$ cat src/rtl/activity_monitor.sv
// activity_monitor
//   Multi-channel activity detector for status LEDs (SD/VHD, tape, UART, ...).
//   Each channel watches a bundle of WIDTH signals. A channel is active while any
//   of its bits toggled within the last TIMEOUT cycles. All channels are merged
//   into one LED output, which is either steady or blinking. Each channel also
//   has a one-cycle pulse on the rising edge of its activity flag.
//
//   Ports
//     clk_sys   in   1               system clock, rising edge
//     reset     in   1               synchronous, active-high
//     en        in   CHANNELS        per-channel enable
//     sig       in   CHANNELS*WIDTH  watched signals, channel i = sig[i*WIDTH +: WIDTH]
//     act       out  CHANNELS        per-channel activity
//     act_rise  out  CHANNELS        one-cycle pulse on act 0->1
//     act_any   out  1               OR of all act bits
//     led       out  1               LED drive (steady or blinking)
//
//   Handshake: none. Every input is sampled on each rising clk_sys edge, and all
//   outputs are decoded from registers only. No combinational path runs from an
//   input to an output.
module activity_monitor #(
  parameter int CHANNELS     = 2,
  parameter int WIDTH        = 2,
  parameter int TIMEOUT      = 2000000,
  parameter int START_ACTIVE = 1,
  parameter int BLINK_HALF   = 0
) (
  input  logic                      clk_sys,
  input  logic                      reset,
  input  logic [CHANNELS-1:0]       en,
  input  logic [CHANNELS*WIDTH-1:0] sig,
  output logic [CHANNELS-1:0]       act,
  output logic [CHANNELS-1:0]       act_rise,
  output logic                      act_any,
  output logic                      led
);

  // Illegal parameterisations are rejected at elaboration.
  if (CHANNELS < 1) begin : g_bad_channels
    $error("activity_monitor: CHANNELS must be >= 1");
  end
  if (WIDTH < 1) begin : g_bad_width
    $error("activity_monitor: WIDTH must be >= 1");
  end
  if (TIMEOUT < 1) begin : g_bad_timeout
    $error("activity_monitor: TIMEOUT must be >= 1");
  end

  localparam int            CW      = (TIMEOUT > 0) ? $clog2(TIMEOUT + 1) : 1;
  localparam logic [CW-1:0] TMAX    = CW'(TIMEOUT);
  localparam logic          SA      = (START_ACTIVE != 0);
  // START_ACTIVE loads a fresh window on reset. Otherwise the counter starts expired.
  localparam logic [CW-1:0] CNT_RST = SA ? '0 : TMAX;

  // ---------------------------------------------------------------------------
  // Per-channel toggle detection and timeout counter
  // ---------------------------------------------------------------------------
  for (genvar ch = 0; ch < CHANNELS; ch++) begin : g_ch
    logic [WIDTH-1:0] cur;
    logic [WIDTH-1:0] prev;
    logic [CW-1:0]    cnt;
    logic             toggle;

    assign cur    = sig[ch*WIDTH +: WIDTH];
    assign toggle = en[ch] & (|(cur ^ prev));

    // prev tracks sig every cycle, even while disabled. When en rises again,
    // prev already matches sig, so no stale difference can look like a toggle.
    always_ff @(posedge clk_sys) begin
      prev <= cur;
      if (reset) begin
        cnt <= CNT_RST;
      end else if (!en[ch]) begin
        cnt <= TMAX;
      end else if (toggle) begin
        cnt <= '0;
      end else if (cnt < TMAX) begin
        cnt <= cnt + 1'b1;
      end
    end

    // The counter saturates at TMAX, so act is high for exactly TIMEOUT cycles
    // after the last toggle.
    assign act[ch] = (cnt < TMAX);
  end

  // ---------------------------------------------------------------------------
  // Rising-edge pulse
  // ---------------------------------------------------------------------------
  logic [CHANNELS-1:0] act_d;

  // act_d is reset to the same value act takes after reset. No pulse can appear
  // on the first cycle.
  always_ff @(posedge clk_sys) begin
    if (reset) begin
      act_d <= {CHANNELS{SA}};
    end else begin
      act_d <= act;
    end
  end

  assign act_rise = act & ~act_d;
  assign act_any  = |act;

  // ---------------------------------------------------------------------------
  // LED drive
  // ---------------------------------------------------------------------------
  if (BLINK_HALF > 0) begin : g_blink
    localparam int            BW    = (BLINK_HALF > 1) ? $clog2(BLINK_HALF) : 1;
    localparam logic [BW-1:0] BLAST = BW'(BLINK_HALF - 1);

    logic [BW-1:0] bcnt;
    logic          phase;

    // The blink phase clears whenever nothing is active. Every new burst, even
    // after a single idle cycle, starts with the LED on.
    always_ff @(posedge clk_sys) begin
      if (reset || !act_any) begin
        bcnt  <= '0;
        phase <= 1'b0;
      end else if (bcnt == BLAST) begin
        bcnt  <= '0;
        phase <= ~phase;
      end else begin
        bcnt  <= bcnt + 1'b1;
      end
    end

    assign led = act_any & ~phase;
  end else begin : g_steady
    assign led = act_any;
  end

endmodule

$ cat config.mk
export PLATFORM = sky130hd
export DESIGN_NAME = activity_monitor
export DESIGN_NICKNAME = d
export VERILOG_FILES = /design/src/rtl/activity_monitor.sv
export SDC_FILE = /design/constraint.sdc
export NUM_CORES = 1
export LEC_CHECK = 0
export ABC_AREA = 1
export CORE_MARGIN = 2
export CORE_UTILIZATION = 60
export DETAILED_ROUTE_END_ITERATION = 10
export PLACE_DENSITY_LB_ADDON = 0.2
export SLEW_MARGIN = 20
export SYNTH_ARGS = -nofsm -noshare
export SYNTH_HDL_FRONTEND = slang
export SYNTH_SLANG_ARGS = --single-unit
$ cat constraint.sdc
create_clock -name clk_sys -period 4.27 [get_ports clk_sys]
set_input_delay 1.0675 -clock clk_sys [delete_from_list [all_inputs] [get_ports clk_sys]]
set_output_delay 1.0675 -clock clk_sys [all_outputs]
set_load 0.02 [all_outputs]
* Yosys cells after proc, flatten, opt, wreduce, memory -nomap -nowiden
Index checks and enable logic that the tools add are counted.
** Word-level totals
- Flip-flop bits (word level) :: 48
- Bits in latches :: 0
- Bits in writable memories :: 0
- Memory bits (read-only) :: 0
- Input port bits :: 8
- Output and inout port bits :: 6
- Word-level logic and storage cells :: 32
- Memories :: 0
** Operators by class
- Add/sub/neg operators :: 2
- Multipliers :: 0
- Div/mod/pow operators :: 0
- $lt $le $gt $ge :: 2
- Equality and inequality tests :: 2
- Shift operators :: 0
- Mux-type cells :: 6
- Bitwise operators :: 8
- Reduce and logical (&&, ||, !) cells :: 5
** Operator list (count)
- 21-bit 2-to-1 mux :: 6
- 21-bit by 1-bit adder with 21-bit output (second input constant) :: 2
- 21-bit less-than comparator (second input constant) :: 2
- 3-bit by 1-bit inequality test with 1-bit output (second input constant) :: 2
- 2-bit OR reduction :: 3
- 3-bit OR reduction :: 2
- 2-bit bitwise XOR :: 2
- 1-bit bitwise AND :: 2
- 2-bit bitwise AND :: 1
- 1-bit NOT :: 2
- 2-bit NOT :: 1

* Longest topological paths before layout
- Depth after elaboration :: 5
- Gate-level depth with buffers :: 11
- Gate-level depth less buffers :: 11

* Worst setup path before layout
No wires, ideal clock.
- Path kind :: register to output
- From :: register g_ch[0].cnt[13]
- To :: output port led
- Arrival time :: 1316 ps
- Required time :: 3203 ps
- Path slack :: 1886 ps
- Cell stages (with the launch flop) :: 9
- Path through :: dfxtp_1 -> nor2_2 -> nand3_1 -> nor2_1 -> nand2_2 -> nand2_4 -> buf_4 -> nand2_1 -> buf_4
** Between the ends
- Cells in the longest elaborated chain, start to end :: 2
** RTL lines
- start, declared :: line 61 : logic [CW-1:0] cnt;
- start signal, assigned :: line 78 : cnt <= cnt + 1'b1;
- 21-bit less-than comparator :: line 84 : assign act[ch] = (cnt < TMAX);
- 2-bit OR reduction :: line 103 : assign act_any = |act;
- end, declared :: line 35 : output logic led
Every way passes these cells.

* Worst setup path in the final report
- From :: register g_ch[1].cnt[12]
- To :: output port act[1]
** Between the ends
- Cells in the longest elaborated chain, start to end :: 1
** RTL lines
- start, declared :: line 61
- start signal, assigned :: line 78
- 21-bit less-than comparator :: line 84
- end, declared :: line 32 : output logic [CHANNELS-1:0] act,
Every way passes these cells.

==> flow_metrics.py <==
metrics = {
    "timing": {
        "holdWs_ns": 0.506,
        "setup_tns_ns": 0,
        "relSlewSlack_pct": 64.9,
        "setup_viol": 0,
        "fin_crit_ns": 3.23,
        "fmax_ghz": 0.310,
        "clock_skew_ns": 0.00584,
        "grt_setup_unrepaired": "false",
        "fin_crit_sh_pct": 75.6,
        "slew_viol_final": 0,
        "tightest_slew_ns": 0.526,
        "hold_violations": 0,
    },
    "power_and_ir_drop": {
        "switchingPower_w": 0.000198,
        "p_per_area_mw_per_mm2": 251,
        "swShare_pct": 24.9,
        "p_leak_nw": 1.23,
        "ir_worst_vdd_mv": 0.211,
        "comb_power_share_pct": 7.9,
        "seqPwrFrac_pct": 59.6,
        "intPower_w": 0.000596,
        "clockPowerShare_pct": 32.5,
    },
    "detailed_routing": {
        "first_iter_violations": 187,
        "viasPerCell": 5.17,
        "wl_um": 6650,
        "wl_per_cell_um": 12.1,
        "antenna_left": 0,
        "drtPass1Iterations": 4,
        "num_vias": 2844,
        "drt_drc_violations_left": 0,
    },
    "global_routing": {
        "grt-ovfl-total": 0,
        "grt_max_degree": 25,
        "track_usage_pct": 25.8,
        "grt_pass1_wl_um": 11000,
        "antenna_found_initial": 0,
        "grt_pass1_vias": 2527,
    },
    "floorplanning": {
        "core_region_area_sq_mm": 0.00472,
        "num_rows": 25,
        "top_level_ports": 14,
        "initial_core_util_pct": 62.6,
        "die_h_um": 74.2,
        "dieArea_sq_mm": 0.00551,
        "die_x_um": 74.2,
    },
    "run_status": {
        "outcome": "finished, final reports clean",
    },
    "final_layout": {
        "nets": 493,
        "fill_cells": 446,
        "area_growth_pct": 6.90,
        "drive_above_1_share_pct": 6.42,
        "fin_area_sq_mm": 0.00316,
        "n_antenna_cell": 0,
    },
    "critical_path": {
        "r2r-start": "g_ch[1].cnt[0]$_SDFFE_PP0N_",
        "arrival_ns": 2.16,
        "criticalPathCategory": "flop to output port",
        "rr_endpoint": "g_ch[1].cnt[16]$_SDFFE_PP0N_",
        "required_ns": 3.20,
        "critPathMaxFanout": 24,
        "end_kind": "output port",
        "worstSetupStartpoint": "g_ch[1].cnt[12]$_SDFFE_PP0N_",
        "ff2ff_setup_slack_ns": 2.45,
        "r2r_cells": 8,
        "start_kind": "flop",
    },
    "hold_path": {
        "min-delay-start": "g_ch[0].cnt[6]$_SDFFE_PP0N_",
        "min_path_type": "flop to flop",
        "worst_hold_path.num_cells": 2,
        "holdPathEnd": "g_ch[0].cnt[6]$_SDFFE_PP0N_",
    },
    "yosys": {
        "synth_cell_types": 29,
        "ys_ff_latch": 48,
        "avgSynthCellArea_sq_um": 6.25,
        "synth_cells": 473,
        "synth_area_sq_mm": 0.00296,
        "ys_seq_area_share_pct": 32.5,
        "synth-warning-count": 0,
        "synthesis.nets": 483,
    },
    "placed_design": {
        "place_congestion": 0.876,
        "placed_area_sq_mm": 0.00308,
        "dp_hpwl_um": 4960,
        "port_buffers": 13,
    },
    "clock_network": {
        "post_cts_buffers": 0,
        "cts_resized": 0,
        "cts_buffers": 5,
        "clk_latency_ns": 0.30,
        "clkTransAtPathRegs_ns": 0.08,
        "cts_root_buf": "clkbuf_8",
        "hold_buffers": 0,
        "cts_max_level": 2,
        "cts_buffer_depth": 2,
        "cts_tree": "built",
        "cts_sinks": 48,
    },
    "job": {
        "cap_violations": 0,
    },
}
layout by cell type, fill, tap and decap left out, drive strengths merged:
cell / instances
nand3b: 9
nor3: 2
nor2b: 1
dfxtp: 48
clkinv: 1
ha: 2
nand2: 156
a21oi: 31
clkbuf: 6
nand4: 6
xnor2: 8
o21ai: 14
clkdlybuf4s50: 13
xor2: 12
nor2: 91
and2: 1
nand3: 35
inv: 47
power groups by stage:
stage	combinational, W	sequential [W]	clock, W
after global placement	0.0000610	0.000483	0
after detailed placement	0.0000619	0.000484	0
after CTS	0.0000623	0.000473	0.000264
after floorplan	0.0000445	0.000480	0
final	0.0000626	0.000473	0.000258
after global routing	0.0000710	0.000475	0.000281
critical path: stages (launching register included):
cell and delay [ns]:
dfxtp_1 0.36, nor2_1 0.14, nand2_1 0.07, inv_1 0.05, nand2_1 0.06, nand2_2 0.10
nand2_4 0.17, inv_2 0.26, clkdlybuf4s50_1 0.65
worst max-delay path by stage:
stage                  end  slack (ns)  cells after the start
global route        act[0]        0.90                      8
floorplan              led        1.89                      8
detailed placement  act[1]        1.37                      8
CTS                 act[1]        1.03                      8
global placement    act[1]        1.39                      8
finish              act[1]        1.04                      8
cell families after synthesis:
family / share of synthesized area (%)
flops: 32.5
simple gates: 44.1
buf+inv: 9.01
fa+ha+maj: 0.846
xor+xnor: 5.92
compound gates: 7.61
synthesized netlist by cell type (all sizes together):
| library cell | number | area share (%) |
|---|---|---|
| nand2 | 156 | 21 |
| nor2 | 91 | 13 |
| dfxtp | 48 | 32 |
| inv | 47 | 6.0 |
| nand3 | 35 | 6.1 |
| a21oi | 31 | 5.2 |
| o21ai | 14 | 2.4 |
| xor2 | 12 | 3.6 |
| nand3b | 9 | 2.3 |
| buf | 8 | 2.7 |
| xnor2 | 8 | 2.4 |
| nand4 | 6 | 1.3 |
| clkbuf | 2 | 0.25 |
| ha | 2 | 0.85 |
| nor3 | 2 | 0.51 |
| and2 | 1 | 0.21 |
| nor2b | 1 | 0.21 |
layer usage:
metal  vias to the layer above  GRT usage [%]  routed length, um
li1                       1498              -                  -
met1                      1272           29.1               2860
met2                        60           47.3               3430
met3                        14           4.47                212
met4                         0           11.5                155
met5                         -              0                  0
through the flow:
stage | utilization, % | power (W) | cells | setup WS, ns
2_1_floorplan | - | 0.000525 | 473 | 1.89
3_3_place_gp | 65.3 | 0.000544 | 543 | 1.39
4_1_cts | 66.9 | 0.000799 | 550 | 1.03
6_report | 66.9 | 0.000794 | 550 | 1.04
3_5_place_dp | 65.3 | 0.000545 | 543 | 1.37
5_1_grt | 66.9 | 0.000827 | 550 | 0.902
registers in the layout (all words and copies together), names as in the netlist:
register / cells
g_ch.prev: 4
g_ch.cnt: 42
act_d: 2
area by class of cell:
cell class                      instances  area, sq um  share of cell area, %
Timing Repair Buffer                   13          130                   4.12
Clock buffer                            6         72.6                   2.30
Tap cell                               67         83.8                   2.65
Inverter                               47          179                   5.66
Clock inverter                          1         5.00                  0.158
Multi-Input combinational cell        368         1730                   54.7
Sequential cell                        48          961                   30.4
(Power assumes the default switching activity.)
